===== src/rtl/ex_div_unit_if.sv =====
// Handshake/bus bundle between the EX stage and its multi-cycle divider.
// master = EX stage (issues operations), slave = ex_div_unit.
interface ex_div_unit_if #(
  parameter int unsigned WIDTH = 32
);
  logic                 start;
  logic                 signed_op;
  logic [WIDTH-1:0]     opdata1;
  logic [WIDTH-1:0]     opdata2;
  logic                 annul;
  logic                 hold;
  logic [2*WIDTH-1:0]   result;
  logic                 ready;
  logic                 stall_req;

  modport master (
    output start, signed_op, opdata1, opdata2, annul, hold,
    input  result, ready, stall_req
  );

  modport slave (
    input  start, signed_op, opdata1, opdata2, annul, hold,
    output result, ready, stall_req
  );
endinterface


===== src/rtl/ex_div_unit.sv =====
// Multi-cycle radix-2 restoring divider for DIV/DIVU in the EX stage.
// result = {remainder, quotient}; stall_req freezes IF/ID/EX while iterating
// and drops in the END cycle so MEM latches the finished result.
// Optional macro DIV_FAST_EN: |dividend| < |divisor| finishes in 2 cycles.
module ex_div_unit #(
  parameter int unsigned WIDTH = 32
) (
  input  logic         clk,
  input  logic         rst,
  ex_div_unit_if.slave bus
);

  localparam int unsigned CW = $clog2(WIDTH + 1);

  typedef enum logic [1:0] {
    FREE    = 2'd0,
    ON      = 2'd1,
    DIVZERO = 2'd2,
    END     = 2'd3
  } state_t;

  state_t               state;
  logic [CW-1:0]        cnt;
  logic [WIDTH-1:0]     dvd;      // dividend bits shift out, quotient bits shift in
  logic [WIDTH-1:0]     dvs;
  logic [WIDTH-1:0]     rem;
  logic                 neg_q;
  logic                 neg_r;
  logic [2*WIDTH-1:0]   result_r;
  logic                 ready_r;

  logic [WIDTH-1:0]     abs_a;
  logic [WIDTH-1:0]     abs_b;
  logic [WIDTH:0]       trial_shift;
  logic [WIDTH:0]       trial_diff;
  logic [WIDTH-1:0]     rem_next;
  logic [WIDTH-1:0]     quo_next;
  logic [WIDTH-1:0]     q_fix;
  logic [WIDTH-1:0]     r_fix;
  logic                 qbit;

`ifdef DIV_FAST_EN
  logic                 fast;
  logic [WIDTH-1:0]     fast_rem;
`endif

  // Operand magnitudes, one restoring step, and final sign fix-up.
  always_comb begin
    abs_a = (bus.signed_op && bus.opdata1[WIDTH-1]) ? -bus.opdata1 : bus.opdata1;
    abs_b = (bus.signed_op && bus.opdata2[WIDTH-1]) ? -bus.opdata2 : bus.opdata2;
    trial_shift = {rem, dvd[WIDTH-1]};
    trial_diff  = trial_shift - {1'b0, dvs};
    qbit        = ~trial_diff[WIDTH];
    rem_next    = qbit ? trial_diff[WIDTH-1:0] : trial_shift[WIDTH-1:0];
    quo_next    = {dvd[WIDTH-2:0], qbit};
    q_fix       = neg_q ? -quo_next : quo_next;
    r_fix       = neg_r ? -rem_next : rem_next;
  end

  // Freeze request: asserted from the accept cycle until the result is ready.
  always_comb begin
    bus.stall_req = ((state == FREE) && bus.start) || (state == ON) || (state == DIVZERO);
  end

  assign bus.result = result_r;
  assign bus.ready  = ready_r;

  // Divider FSM with registered result/ready.
  always_ff @(posedge clk) begin
    if (rst) begin
      state    <= FREE;
      cnt      <= '0;
      dvd      <= '0;
      dvs      <= '0;
      rem      <= '0;
      neg_q    <= 1'b0;
      neg_r    <= 1'b0;
      result_r <= '0;
      ready_r  <= 1'b0;
`ifdef DIV_FAST_EN
      fast     <= 1'b0;
      fast_rem <= '0;
`endif
    end else if (bus.annul) begin
      // Flush: in FREE this only blocks acceptance; elsewhere it drops the result.
      if (state != FREE) begin
        result_r <= '0;
      end
      state   <= FREE;
      ready_r <= 1'b0;
    end else begin
      case (state)
        FREE: begin
          ready_r <= 1'b0;
          if (bus.start) begin
            dvd   <= abs_a;
            dvs   <= abs_b;
            rem   <= '0;
            cnt   <= '0;
            neg_q <= bus.signed_op && (bus.opdata1[WIDTH-1] ^ bus.opdata2[WIDTH-1]);
            neg_r <= bus.signed_op && bus.opdata1[WIDTH-1];
`ifdef DIV_FAST_EN
            fast     <= (bus.opdata2 != '0) && (abs_a < abs_b);
            fast_rem <= bus.opdata1;
            if ((bus.opdata2 == '0) || (abs_a < abs_b)) begin
              state <= DIVZERO;
            end else begin
              state <= ON;
            end
`else
            if (bus.opdata2 == '0) begin
              state <= DIVZERO;
            end else begin
              state <= ON;
            end
`endif
          end
        end
        ON: begin
          dvd <= quo_next;
          rem <= rem_next;
          cnt <= cnt + CW'(1);
          if (cnt == CW'(WIDTH - 1)) begin
            result_r <= {r_fix, q_fix};
            ready_r  <= 1'b1;
            state    <= END;
          end
        end
        DIVZERO: begin
`ifdef DIV_FAST_EN
          result_r <= fast ? {fast_rem, {WIDTH{1'b0}}} : '0;
`else
          result_r <= '0;
`endif
          ready_r <= 1'b1;
          state   <= END;
        end
        END: begin
          if (bus.hold) begin
            ready_r <= 1'b1;
          end else begin
            ready_r <= 1'b0;
            state   <= FREE;
          end
        end
        default: begin
          ready_r <= 1'b0;
          state   <= FREE;
        end
      endcase
    end
  end

endmodule

===== src/flat_wrapper.sv =====
// flat-port wrapper written by rule: the top's interface ports become plain ports
module ex_div_unit_flat 
#(
  parameter int unsigned WIDTH = 32
)
  (clk, rst, bus_start, bus_signed_op, bus_opdata1, bus_opdata2, bus_annul, bus_hold, bus_result, bus_ready, bus_stall_req);
  ex_div_unit_if #(.WIDTH(WIDTH)) bus_i ();
  input  logic clk;
  input  logic rst;
  input wire logic [$bits(bus_i.start)-1:0] bus_start;
  input wire logic [$bits(bus_i.signed_op)-1:0] bus_signed_op;
  input wire logic [$bits(bus_i.opdata1)-1:0] bus_opdata1;
  input wire logic [$bits(bus_i.opdata2)-1:0] bus_opdata2;
  input wire logic [$bits(bus_i.annul)-1:0] bus_annul;
  input wire logic [$bits(bus_i.hold)-1:0] bus_hold;
  output wire logic [$bits(bus_i.result)-1:0] bus_result;
  output wire logic [$bits(bus_i.ready)-1:0] bus_ready;
  output wire logic [$bits(bus_i.stall_req)-1:0] bus_stall_req;
  assign bus_i.start = bus_start;
  assign bus_i.signed_op = bus_signed_op;
  assign bus_i.opdata1 = bus_opdata1;
  assign bus_i.opdata2 = bus_opdata2;
  assign bus_i.annul = bus_annul;
  assign bus_i.hold = bus_hold;
  assign bus_result = bus_i.result;
  assign bus_ready = bus_i.ready;
  assign bus_stall_req = bus_i.stall_req;
  ex_div_unit #(.WIDTH(WIDTH)) u_core (.clk(clk), .rst(rst), .bus(bus_i));
endmodule

===== config.mk =====
export PLATFORM = sky130hd
export DESIGN_NAME = ex_div_unit_flat
export DESIGN_NICKNAME = d
export VERILOG_FILES = /design/src/rtl/ex_div_unit_if.sv /design/src/rtl/ex_div_unit.sv /design/src/flat_wrapper.sv
export SDC_FILE = /design/constraint.sdc
export NUM_CORES = 1
export LEC_CHECK = 0
export BUFFER_PORTS_ARGS = -buffer_cell sky130_fd_sc_hd__buf_2
export CORE_MARGIN = 2
export CORE_UTILIZATION = 42
export CTS_CLUSTER_DIAMETER = 80
export CTS_CLUSTER_SIZE = 25
export DETAILED_ROUTE_END_ITERATION = 12
export GPL_TIMING_DRIVEN = 1
export PLACE_DENSITY = 0.61
export RECOVER_POWER = 50
export SLEW_MARGIN = 20
export SYNTH_ARGS = -nofsm -noshare
export SYNTH_HDL_FRONTEND = slang
export SYNTH_SLANG_ARGS = --single-unit

===== constraint.sdc =====
create_clock -name clk -period 7.1 [get_ports clk]
set_clock_uncertainty 0.1 [all_clocks]
set_input_delay 1.42 -clock clk [delete_from_list [all_inputs] [get_ports clk]]
set_output_delay 1.42 -clock clk [all_outputs]
set_load 0.02 [all_outputs]

* After elaboration in Yosys (flattened, before gate mapping)
Index checks and enable logic that the tools add are counted.
** Operators by class
- Add/subtract/negate cells :: 6
- Equality and inequality tests :: 9
- Multiplexer cells :: 23
- Bitwise operators :: 3
- Reduce and logical (&&, ||, !) cells :: 16
** Operator list (number)
- two-way mux 32 bit :: 7
- two-way mux 64 bit :: 3
- negator 32 bit :: 4
- case mux 32 bit (2 select lines) :: 2
- case mux 64 bit (2 select lines) :: 1
- subtractor 33 x 32 -> 33 bit :: 1
- zero test 32 bit :: 1
- case mux 6 bit (2 select lines) :: 1
- AND reduction 3 bit :: 4
- two-way mux 2 bit :: 4
- case mux 2 bit (4 select lines) :: 1
- adder 6 x 1 -> 6 bit (second input constant) :: 1
- == test 6 x 5 -> 1 bit (second input constant) :: 1
- two-way mux 6 bit :: 1
- inequality test 2 bit (second input constant) :: 3
- == test 2 bit (second input constant) :: 2
- logical AND 1 bit :: 4
- case mux 1 bit (4 select lines) :: 1
- nonzero test 2 bit :: 2
- inequality test 3 bit (second input constant) :: 1
- nonzero test 3 bit :: 1
- == test 2 x 1 -> 1 bit (second input constant) :: 1
- zero test 2 bit :: 1
- logical OR 1 bit :: 2
- other kinds (5) :: 7
** Storage, ports and cells
- Register bits after elaboration :: 171
- Output and inout bits :: 66
- Word-level logic and storage cells :: 66

* Logic depth before layout (Yosys ltp)
- Word-level depth :: 7
- Depth in mapped cells :: 25
- Mapped depth without buffers :: 21

* Worst setup path before layout
Ideal clock, no wire load.
- Kind :: register -> register
- Start point :: register u_core.dvd[31]
- End point :: register u_core.result_r[62] (netlist: u_core.bus.result[62])
- Library setup time :: 0.117 ns
- Arrival :: 4.288 ns
- Path slack :: 2.595 ns
- Cell stages (with the launch flop) :: 25
- Path buffers :: 4
- Clock period less this slack :: 4.505 ns
- Cell sequence :: dfxtp_1 -> inv_1 -> ha_1 -> inv_1 -> fa_1 -> a211oi_4 -> o31ai_4 -> o21ai_2 -> a211oi_1 -> a211oi_2 -> inv_2 -> buf_2 -> buf_2 -> buf_2 -> buf_2 -> nand2_1 -> o21ai_0 -> inv_1 -> ha_1 -> nor2b_1 -> a41o_1 -> nand4_1 -> o31ai_1 -> xnor2_1 -> a22o_1
** On the way
- Cells in the longest elaborated chain, start to end :: 7
** Ends and longest elaborated chain
- start, declared :: line ex_div_unit.sv:24 : logic [WIDTH-1:0] dvd;
- start signal, assigned :: line ex_div_unit.sv:96 : dvd <= abs_a;
- start signal, assigned :: line ex_div_unit.sv:120 : dvd <= quo_next;
- subtractor 33 x 32 -> 33 bit :: line ex_div_unit.sv:52 : trial_diff = trial_shift - {1'b0, dvs};
- two-way mux 32 bit (*) :: line ex_div_unit.sv:54 : rem_next = qbit ? trial_diff[WIDTH-1:0] : trial_shift[WIDTH-1:0];
- negator 32 bit :: line ex_div_unit.sv:57 : r_fix = neg_r ? -rem_next : rem_next;
- two-way mux 32 bit (*) :: line ex_div_unit.sv:57
- two-way mux 64 bit (*) :: line ex_div_unit.sv:123 : if (cnt == CW'(WIDTH - 1)) begin
- case mux 64 bit (2 select lines) (*) :: line ex_div_unit.sv:92 : case (state)
- two-way mux 64 bit (*) :: line ex_div_unit.sv:84 : end else if (bus.annul) begin
- end signal, assigned :: line ex_div_unit.sv:124 : result_r <= {r_fix, q_fix};
- end, declared :: line ex_div_unit.sv:29 : logic [2*WIDTH-1:0] result_r;
Mark *: on every way between the ends. The rest lies on a longest branch, timed or not. The select of a mux whose other input is x is not followed.
A chain may end at the register's enable or synchronous reset.

* Final worst setup path
Same ends and word-level chain as after synthesis.

==> results.toml <==
[floorplanning]
die_area_um2 = 29000
die_h_um = 170
ios = 136
rows = 60
start_util_pct = 43.0
die_w_um = 170
core_area_um2 = 27000

[setup_path]
worstPathCellList = "inv_1 -> ha_1 -> inv_1 -> fa_1 -> a211oi_1 -> o31ai_4 -> o21ai_0 -> a211oi_1 -> a211oi_1 -> buf_4 -> mux2i_1 -> ha_1 -> nor2b_1 -> a41o_1 -> nand4_1 -> o31ai_1 -> xnor2_1 -> a22o_1"
path_max_fanout = 56
path_class = "reg -> reg"
start_kind = "flip-flop"
rrSetupSlack_ns = 1.60
cp-end-kind = "flip-flop"
critPathRequiredTime_ns = 7.33
cp.arrival_ns = 5.74
crit_family = "compound AO/OA/AOI/OAI gates"
critPathMaxStageDelay_ns = 0.61
worst_path_most_repeated_cell = "a211oi_1"
slowest_stage = "buf_4"
crit_buf_inv = 3

[sta]
setup_viol = 0
hold_viol = 0
worst_pin_slew_ns = 3.23
max_freq_mhz = 182
final.min_clock_period_ns = 5.50
relSlewSlack_pct = -115
tns_ns = 0
rsz0062_at_grt = "no"
slew_violations = 76
fin_crit_sh_pct = 77.5

[cts]
post-cts-setup-buffers = 0
path_clk_slew_ns = 0.07
clk_latency_ns = 0.45
cts_hold_buf = 0
ctsHtreeMaxLevel = 4
clockRootBuffer = "clkbuf_16"
cts_tree = "built"
numCtsBuffers = 17
max-clock-path-buffers = 2
ctsResizeCount = 0
clock-sinks = 171

[grt]
grt-ovfl-total = 0
grt_antenna_before_repair = 0
grt_pass1_vias = 10300
grt_max_degree = 76
track_usage_pct = 24.3
grt_pass1_wl_um = 56000

[route]
drt_iter0_markers = 980
routed_wl_um = 35400
first_pass_iters = 5
route.detailed.drc = 0
drt.antenna.violating_nets = 0
via_per_inst = 5.79
wl_per_cell_um = 18.0
route.vias.total = 11400

[placed_design]
hpwl_um = 27000
dp_cells = 1937
routabilityCongestion = 0.908
port_buffers = 135
dpl_cell_area_um2 = 12500

[logic_synthesis]
synth_area_per_cell_um2 = 7.52
syn_inst = 1544
synth_enable_flop_cells = 0
async_reset_ff_share_pct = 0
synth.distinct_cells = 79
syn-cell-area_um2 = 11600
synth_nets = 1656
ys_seq_elements = 171
synth-warning-count = 0
synthFlopType = "dfxtp_1"
ys_seq_area_share_pct = 29.5

[outcome]
violations = "max-capacitance violations, max-slew violations"
outcome = "complete, but fails checks"

[pwr]
power.leakage_nw = 4.87
power.density_nw_per_um2 = 194
peakVddDrop_v = 0.000138

[layout]
drive_above_1_share_pct = 9.15
final-instance-count-excl-fill = 1969
n_antenna_cell = 0
stdcell_area_um2 = 12900
layout_common_cells = "nor2_1 (200), dfxtp_1 (171), nand2_1 (161)"
final_common_cell = "nor2_1"
syn_to_final_growth_pct = 11.1
fin_nets = 1727

[flow_run]
drv_cap = 1

[min_path]
holdCritPathClass = "reg -> reg"
power breakdown:
part | total [W] | switching, W | internal [W] | leakage, nW
sequential | 0.00102 | 0.0000343 | 0.000987 | 1.39
clock | 0.000932 | 0.000463 | 0.000469 | 0.279
combinational | 0.000556 | 0.000361 | 0.000195 | 3.21
total | 0.00251 | 0.000859 | 0.00165 | 4.87
layer usage:
metal	global-route usage, %	wire length [µm]	up-vias
li1	-	-	5679
met2	39.3	16200	310
met3	3.12	1840	48
met1	33.9	16600	5360
met4	7.10	822	0
met5	0	0	-
per-stage QoR:
| stage | hold slack (ns) | total power, W | utilization [%] | setup slack (ns) |
|---|---|---|---|---|
| after floorplan | 0.332 | 0.00144 | - | 2.60 |
| after global placement | 0.343 | 0.00159 | 46.1 | 2.29 |
| after detailed placement | 0.348 | 0.00160 | 46.1 | 2.11 |
| after CTS | 0.358 | 0.00253 | 48.2 | 2.10 |
| after global routing | 0.384 | 0.00263 | 47.8 | 0.987 |
| final | 0.355 | 0.00251 | 47.8 | 1.60 |
cell type report:
type	count	area, µm²
sequential	171	3420
tap	341	427
multi-input combinational	1212	7560
fill	2771	14100
inverter	65	244
clock inverter	15	148
timing repair buffer	148	683
clock buffer	17	425
Yosys cell counts (20+ instances only):
cell type	number	area [µm²]
nor2_1	202	758
xor2_1	55	482
inv_1	64	240
or3_1	20	125
buf_2	20	100
nand2_1	161	604
a211oi_1	31	233
ha_1	41	513
a31oi_1	41	257
o21ai_0	80	400
a21oi_1	104	521
nor3_1	36	180
a22oi_1	48	360
dfxtp_1	171	3420
xnor2_1	81	709
clkbuf_1	69	259
nand3_1	46	230
a22o_1	22	193
worst min-delay path, cell delays in order, from the launching register on:
cell and delay [ns]:
dfxtp_1 0.31, nand2_1 0.05, a21oi_1 0.05
cell families (layout without fill, tap and decap cells):
kind of cell             after synthesis  after routing  share of synthesized area, %
AO/OA/AOI/OAI                        445            445                          25.8
XOR/XNOR                             136            136                          10.3
adder cells (fa/ha/maj)               42             42                          4.59
buffers and inverters                161            245                          5.55
flip-flops                           171            171                          29.5
multiplexers                          21             21                          1.83
AND/OR/NAND/NOR                      568            568                          22.5
state kept, by name, indices dropped and copies added, names as in the netlist:
signal	count
u_core.dvd	32
u_core.cnt	6
u_core.dvs	32
u_core.neg_q	1
u_core.bus.result	64
u_core.rem	32
u_core.neg_r	1
u_core.state	2
u_core.bus.ready	1
path summary, 6_finish.rpt:
path / startpoint / to / depth (start not counted)
max: u_core.dvd[31]$_SDFFE_PP0P_ / u_core.bus.result[62]$_SDFFE_PP0P_ / 18
min: u_core.dvs[31]$_SDFFE_PP0P_ / u_core.dvs[31]$_SDFFE_PP0P_ / 2
max reg2reg: u_core.dvd[31]$_SDFFE_PP0P_ / u_core.bus.result[62]$_SDFFE_PP0P_ / 18
min reg2reg: u_core.dvs[31]$_SDFFE_PP0P_ / u_core.dvs[31]$_SDFFE_PP0P_ / 2
No activity file was read; power rests on OpenSTA's default activity.
